<file path="src/rtl/rv32i_pkg.sv">
// Shared definitions for the RV32I memory arbiter slice.
//   arb_state_e       : arbiter FSM state encodings
//   grant_e           : which requester owned the most recent bus grant
//   ERR_RDATA_DEFAULT : read data returned when a bus access is aborted
package rv32i_pkg;

    typedef enum logic [1:0] {
        ARB_IDLE       = 2'd0,
        ARB_FETCH_BUSY = 2'd1,
        ARB_DATA_BUSY  = 2'd2
    } arb_state_e;

    typedef enum logic {
        GNT_FETCH = 1'b0,
        GNT_DATA  = 1'b1
    } grant_e;

    localparam logic [31:0] ERR_RDATA_DEFAULT = 32'hDEADBEEF;

endpackage

</file>
<file path="src/rtl/rv32i_bus_timer.sv">
// Bus watchdog for the memory arbiter.
//   clk, reset : clock and synchronous active-high reset
//   run        : a bus access is in flight and m_ack is low this cycle
//   clr        : arbiter is idle; restart the count
//   expired    : combinational; high in the TIMEOUT_CYCLES-th run cycle so the
//                arbiter aborts at the end of that cycle
// TIMEOUT_CYCLES = 0 disables the watchdog.
module rv32i_bus_timer #(
    parameter int unsigned TIMEOUT_CYCLES = 255
) (
    input  logic clk,
    input  logic reset,
    input  logic run,
    input  logic clr,
    output logic expired
);

    generate
        if (TIMEOUT_CYCLES == 0) begin : g_off
            assign expired = 1'b0;
        end else begin : g_on
            // The count only needs to reach TIMEOUT_CYCLES-1: expiry is flagged
            // combinationally during the last permitted cycle.
            localparam int unsigned CW = (TIMEOUT_CYCLES > 1) ? $clog2(TIMEOUT_CYCLES) : 1;
            localparam logic [CW-1:0] LAST = CW'(TIMEOUT_CYCLES - 1);

            logic [CW-1:0] count_reg;

            // m_ack is folded into run, so a coincident ack never reports expiry.
            assign expired = run & (count_reg == LAST);

            always_ff @(posedge clk) begin
                if (reset || clr) begin
                    count_reg <= '0;
                end else if (run && !expired) begin
                    count_reg <= count_reg + 1'b1;
                end
            end
        end
    endgenerate

endmodule

</file>
<file path="src/rtl/rv32i_mem_arbiter.sv">
// Two-requester arbiter for a single-port 32-bit memory bus.
//   if_*   : instruction fetch port (req held until if_ack)
//   d_*    : ALU load/store port (load/store held until d_ack)
//   stall  : pipeline stall while a data access is outstanding
//   m_*    : memory bus (req/ack handshake, ack may come in the first req cycle)
//   bus_err: one-cycle pulse when an access is aborted by the watchdog
// Each access is: IDLE (grant) -> BUSY (m_req until m_ack/timeout) -> IDLE.
module rv32i_mem_arbiter
    import rv32i_pkg::*;
#(
    parameter int unsigned TIMEOUT_CYCLES = 255,
    parameter logic [31:0] ERR_RDATA      = ERR_RDATA_DEFAULT
) (
    input  logic        clk,
    input  logic        reset,
    input  logic        if_req,
    input  logic [31:0] if_addr,
    output logic [31:0] if_rdata,
    output logic        if_ack,
    input  logic        d_load,
    input  logic        d_store,
    input  logic [31:0] d_addr,
    input  logic [3:0]  d_be,
    input  logic [31:0] d_wdata,
    output logic [31:0] d_rdata,
    output logic        d_ack,
    output logic        stall,
    output logic        m_req,
    output logic        m_we,
    output logic [31:0] m_addr,
    output logic [3:0]  m_be,
    output logic [31:0] m_wdata,
    input  logic [31:0] m_rdata,
    input  logic        m_ack,
    output logic        bus_err
);

    arb_state_e  state_reg, state_next;
    grant_e      last_grant_reg, last_grant_next;
    logic        m_req_reg, m_req_next;
    logic        m_we_reg, m_we_next;
    logic [31:0] m_addr_reg, m_addr_next;
    logic [3:0]  m_be_reg, m_be_next;
    logic [31:0] m_wdata_reg, m_wdata_next;
    logic [31:0] if_rdata_reg, if_rdata_next;
    logic [31:0] d_rdata_reg, d_rdata_next;
    logic        if_ack_reg, if_ack_next;
    logic        d_ack_reg, d_ack_next;
    logic        bus_err_reg, bus_err_next;

    logic fetch_pend, data_pend, grant_data;
    logic timer_run, timer_clr, timer_expired;

    assign timer_run = (state_reg != ARB_IDLE) & ~m_ack;
    assign timer_clr = (state_reg == ARB_IDLE);

    rv32i_bus_timer #(
        .TIMEOUT_CYCLES(TIMEOUT_CYCLES)
    ) u_timer (
        .clk    (clk),
        .reset  (reset),
        .run    (timer_run),
        .clr    (timer_clr),
        .expired(timer_expired)
    );

    // During an ack cycle the requester still shows its old request; no grant
    // is made then, which keeps at least one idle cycle between accesses.
    assign fetch_pend = if_req & ~(if_ack_reg | d_ack_reg);
    assign data_pend  = (d_load | d_store) & ~(if_ack_reg | d_ack_reg);
    // Round-robin on a tie: data wins unless it had the previous grant.
    assign grant_data = data_pend & (~fetch_pend | (last_grant_reg == GNT_FETCH));

    always_comb begin
        state_next      = state_reg;
        last_grant_next = last_grant_reg;
        m_req_next      = m_req_reg;
        m_we_next       = m_we_reg;
        m_addr_next     = m_addr_reg;
        m_be_next       = m_be_reg;
        m_wdata_next    = m_wdata_reg;
        if_rdata_next   = if_rdata_reg;
        d_rdata_next    = d_rdata_reg;
        if_ack_next     = 1'b0;
        d_ack_next      = 1'b0;
        bus_err_next    = 1'b0;

        unique case (state_reg)
            ARB_IDLE: begin
                if (grant_data) begin
                    m_req_next      = 1'b1;
                    m_we_next       = d_store;   // load+store together acts as a store
                    m_addr_next     = d_addr;
                    m_be_next       = d_be;
                    m_wdata_next    = d_wdata;
                    last_grant_next = GNT_DATA;
                    state_next      = ARB_DATA_BUSY;
                end else if (fetch_pend) begin
                    m_req_next      = 1'b1;
                    m_we_next       = 1'b0;
                    m_addr_next     = if_addr;
                    m_be_next       = 4'hF;
                    m_wdata_next    = '0;
                    last_grant_next = GNT_FETCH;
                    state_next      = ARB_FETCH_BUSY;
                end
            end
            ARB_FETCH_BUSY, ARB_DATA_BUSY: begin
                if (m_ack || timer_expired) begin
                    m_req_next   = 1'b0;
                    state_next   = ARB_IDLE;
                    bus_err_next = ~m_ack;
                    if (state_reg == ARB_FETCH_BUSY) begin
                        if_ack_next   = 1'b1;
                        if_rdata_next = m_ack ? m_rdata : ERR_RDATA;
                    end else begin
                        d_ack_next = 1'b1;
                        if (!m_we_reg) begin
                            d_rdata_next = m_ack ? m_rdata : ERR_RDATA;
                        end
                    end
                end
            end
            default: begin
                state_next = ARB_IDLE;
                m_req_next = 1'b0;
            end
        endcase
    end

    always_ff @(posedge clk) begin
        if (reset) begin
            state_reg      <= ARB_IDLE;
            last_grant_reg <= GNT_FETCH;
            m_req_reg      <= 1'b0;
            m_we_reg       <= 1'b0;
            m_addr_reg     <= '0;
            m_be_reg       <= '0;
            m_wdata_reg    <= '0;
            if_rdata_reg   <= '0;
            d_rdata_reg    <= '0;
            if_ack_reg     <= 1'b0;
            d_ack_reg      <= 1'b0;
            bus_err_reg    <= 1'b0;
        end else begin
            state_reg      <= state_next;
            last_grant_reg <= last_grant_next;
            m_req_reg      <= m_req_next;
            m_we_reg       <= m_we_next;
            m_addr_reg     <= m_addr_next;
            m_be_reg       <= m_be_next;
            m_wdata_reg    <= m_wdata_next;
            if_rdata_reg   <= if_rdata_next;
            d_rdata_reg    <= d_rdata_next;
            if_ack_reg     <= if_ack_next;
            d_ack_reg      <= d_ack_next;
            bus_err_reg    <= bus_err_next;
        end
    end

    assign m_req    = m_req_reg;
    assign m_we     = m_we_reg;
    assign m_addr   = m_addr_reg;
    assign m_be     = m_be_reg;
    assign m_wdata  = m_wdata_reg;
    assign if_rdata = if_rdata_reg;
    assign d_rdata  = d_rdata_reg;
    assign if_ack   = if_ack_reg;
    assign d_ack    = d_ack_reg;
    assign bus_err  = bus_err_reg;
    assign stall    = (d_load | d_store) & ~d_ack_reg;

endmodule

</file>
<file path="config.mk">
export PLATFORM = sky130hd
export DESIGN_NAME = rv32i_mem_arbiter
export DESIGN_NICKNAME = d
export VERILOG_FILES = /design/src/rtl/rv32i_pkg.sv /design/src/rtl/rv32i_bus_timer.sv /design/src/rtl/rv32i_mem_arbiter.sv
export SDC_FILE = /design/constraint.sdc
export NUM_CORES = 1
export LEC_CHECK = 0
export ABC_AREA = 1
export ABC_CLOCK_PERIOD_IN_PS = 2200
export BUFFER_PORTS_ARGS = -buffer_cell sky130_fd_sc_hd__buf_2
export CAP_MARGIN = 25
export CORE_MARGIN = 5
export CORE_UTILIZATION = 48
export DETAILED_ROUTE_END_ITERATION = 8
export MAX_ROUTING_LAYER = met4
export PLACE_DENSITY = 0.87
export SLEW_MARGIN = 20
export SYNTH_ARGS = -nofsm -noshare
export SYNTH_HDL_FRONTEND = slang
export SYNTH_SLANG_ARGS = --single-unit
</file>
<file path="constraint.sdc">
create_clock -name clk -period 2.2 [get_ports clk]
set_input_delay 0.11 -clock clk [delete_from_list [all_inputs] [get_ports clk]]
set_output_delay 0.11 -clock clk [all_outputs]
set_load 0.03 [all_outputs]
</file>
==> key figures <==
Outcome
  – Status: completed

Placed design
  – Post-Place Setup Slack: 269.7 ps
  – GPL Wtd Cong: 0.8546
  – Dpl cell area: between 8000 and 9000 um2
  – Port buffer count: 275
  – Post-DP HPWL: 14120 um

STA
  – Final hold vios: 0
  – Pins Over Slew Limit: 0
  – Slew HR: 0.5788
  – Final WS setup: 62.11 ps
  – Period utilization: 0.9718
  – Fin crit period: about 2100 ps
  – Final setup violation count: 0
  – FMAX: 467.8 MHz
  – Setup TNS: 0 ps
  – RSZ-0062 raised after global routing: false
  – Worst Hold Margin: approximately 21 ps
  – Worst Clk Skew: 11.36 ps
  – Worst-Margin Slew: between 600 and 700 ps

Floorplan
  – Starting density of the core: 0.4940
  – Die H: ~130 um
  – I/O Pins: 276
  – Die width: 127.2 um
  – Die area: 16180 um2
  – Core area: 13350 um2
  – Cell row count: 42

Cells and area
  – Post-Route Utilization: 0.7194
  – N_diodes: 0
  – Layout cells sized above 1: 0.2636
  – Storage cell area: just under 3000 um2
  – Final net count: 1458
  – Synth-to-Final Area Change: 45.64%
  – Filler Cell Count: 995
  – Fin area: 9603 um2
  – Multi-input logic area: 2865 um2

Power and ir drop
  – Leakage power: 4.994 nW
  – Peak VDD IR: between 800 and 900 uV
  – Int Pwr: roughly 0.0067 W
  – Combinational share of power: 0.461
  – P_sw: 0.005228 W
  – Sw Ratio: 0.4371
  – Clock share of power: 0.232
  – Reg power frac: 0.307
  – PwrDens: 1246 nW/um2

Detailed routing
  – Met3 wire len: 2555 um
  – Routed WL: ~25000 um
  – Highest routed layer: met4
  – Met2 Wirelength: 11880 um
  – WL/cell: ~17 um
  – Via density: about 5.3
  – Via count: about 7900
  – Post-Route M1 WL: 9087 um
  – DRC: 0
  – Drt pass-1 iters: 5
  – ANT nets after route: 0
  – First DRT Iteration DRCs: between 600 and 700

Worst hold path
  – Hold Startpoint: d_addr[1]
  – Hold-critical path depth: 5
  – Worst Hold End: m_addr[1]$_SDFFE_PP0P_
  – Worst hold path class: in -> reg

GRT
  – Grt ovf: 0
  – Initial antenna violation count: 0
  – Vias in the first global route: 7681
  – Largest net degree at the start of global routing: 72
  – Wire length of the first global-routing pass: 37530 um
  – Total GRT Usage: 0.2958

Clocking
  – Number of CTS-inserted buffers: 17
  – CTS Buffer Depth: 2
  – Worst-path clk slew: 70 ps
  – Worst skew pair latency: 420 ps
  – CTS tree: done
  – Clock sink count: 148
  – H-tree depth: 4
  – Clock root buffer: clkbuf_16

Worst setup path
  – Worst-path cell chain: inv_1 -> ha_1 -> inv_1 -> a21oi_4 -> buf_12 -> nand3_1 -> dlygate4sd3_1 -> nand2_1 -> inv_1
  – CP startpoint kind: register
  – Critical Path Most Common Cell: inv_1
  – R2R Path End: m_addr[18]$_SDFFE_PP0P_
  – Critical path data arrival time: 2450 ps
  – Worst Reg-to-Reg Cells: 9
  – CP bufs+invs: 5
  – WS Path Type: reg -> reg
  – Crit path max fanout: 36
  – Required time worst endpoint: between 2000 and 3000 ps
  – R2R Path Start: state_reg[0]$_SDFFE_PP0P_
  – CP endpoint kind: register
  – Cell family with most CP delay: buffers and inverters
  – Slowest CP cell: dlygate4sd3_1
  – Max incr delay on CP: 610 ps
  – Reg2Reg Setup Slack: 60 ps

Synthesis
  – Ys flop type: dfxtp_1
  – FF+latch count, synth: between 100 and 150
  – Syn Std Cell Area: 6594 um2
  – Post-synthesis cell type count: 26
  – Post-synth top area cell: dfxtp_1
  – Number of flops mapped to enable cells by yosys: 0
  – Post-synth top area share: 0.4493
  – Most frequent cell after synthesis: nand2_1
  – YS warnings: 0
  – Syn Area/Cell: a little under 7 um2
  – Most instantiated cells after synthesis: 272 x nand2_1, 148 x dfxtp_1, 141 x nor2_1
  – Syn nets: approximately 1100
  – Seq/Total Area, Yosys: 0.4493
  – Synth async-reset ratio: 0
  – Synth Instances: between 900 and 1000
  – Area contributors post-synth: dfxtp_1 45%, nand2_1 15%, nor2_1 8.0%

Run
  – Maxcap violations: 0
[through the flow]
step,total power [W],cells
after CTS,0.01150,1500
after detailed placement,0.008350,1376
after floorplan,0.007087,970
after global placement,0.008253,1376
after global routing,0.01257,1504
final,0.01196,1504
[kinds of logic (layout without fill, tap and decap cells)]
| group | after synthesis | after routing | synth area share |
|---|---|---|---|
| simple gates | 553 | 554 | 0.3571 |
| buf+inv | 181 | 538 | 0.1188 |
| fa+ha+maj | 4 | 4 | 0.007590 |
| xor+xnor | 1 | 1 | 0.001329 |
| compound gates | 83 | 83 | 0.06584 |
| flops | 148 | 148 | 0.4493 |
[cell type report]
| class | instances | share of cell area |
|---|---|---|
| sequential | 148 | 0.3085 |
| multi-input combinational | 642 | 0.2984 |
| timing repair buffer | 390 | 0.2653 |
| clock buffer | 23 | 0.05081 |
| inverter | 117 | 0.04625 |
| tap | 176 | 0.02293 |
| clock inverter | 8 | 0.007818 |
[worst max path at each step]
stage | start | end | slack, ps | depth (start not counted)
after floorplan | state_reg[1]$_SDFFE_PP0P_ | d_rdata[10]$_SDFFE_PP0P_ | 590 | 9
final | state_reg[0]$_SDFFE_PP0P_ | m_addr[18]$_SDFFE_PP0P_ | 60 | 9
after CTS | d_ack$_SDFF_PP0_ | m_addr[9]$_SDFFE_PP0P_ | 50 | 10
after detailed placement | state_reg[0]$_SDFFE_PP0P_ | d_rdata[13]$_SDFFE_PP0P_ | 270 | 9
after global routing | state_reg[0]$_SDFFE_PP0P_ | m_addr[27]$_SDFFE_PP0P_ | 0.03 | 9
after global placement | state_reg[0]$_SDFFE_PP0P_ | d_rdata[4]$_SDFFE_PP0P_ | 350 | 8
[tightest hold or removal path, cell delays in order]
cell	delay [ps]
buf_2	80
nand2_1	50
nand3_1	80
nand2_1	60
inv_1	50
[metal layers]
| layer | GRT usage | up-vias |
|---|---|---|
| met5 | - | - |
| met3 | 0.08556 | 123 |
| met2 | 0.4779 | 548 |
| met1 | 0.3294 | 3532 |
| li1 | - | 3703 |
| met4 | 0.1634 | 0 |
[power by group through the flow]
stage	logic (W)	clock network, W	registers (W)
after floorplan	0.00223	0	0.00485
after global placement	0.00460	0	0.00365
after detailed placement	0.00467	0	0.00368
after CTS	0.00507	0.00280	0.00364
after global routing	0.00589	0.00295	0.00373
final	0.00551	0.00278	0.00368
[what timing repair did]
action | 4_1_cts | 5_1_grt
hold endpoints to repair | 70 | 0
setup endpoints to repair | 0 | 24
buffers inserted | 0 | 1
hold buffers | 93 | 0
resized for setup | 0 | 7
[layout by cell type, fill, tap and decap left out, types with 30 or more instances in the layout]
| cell | synthesis | final |
|---|---|---|
| buf_2 | 20 | 274 |
| inv_1 | 113 | 113 |
| nand3_1 | 48 | 48 |
| a21oi_1 | 73 | 73 |
| dlygate4sd3_1 | 0 | 93 |
| nand4_1 | 30 | 30 |
| nor3_1 | 46 | 46 |
| nor2_1 | 141 | 140 |
| dfxtp_1 | 148 | 148 |
| nand2_1 | 272 | 272 |
(Power assumes the default switching activity.)
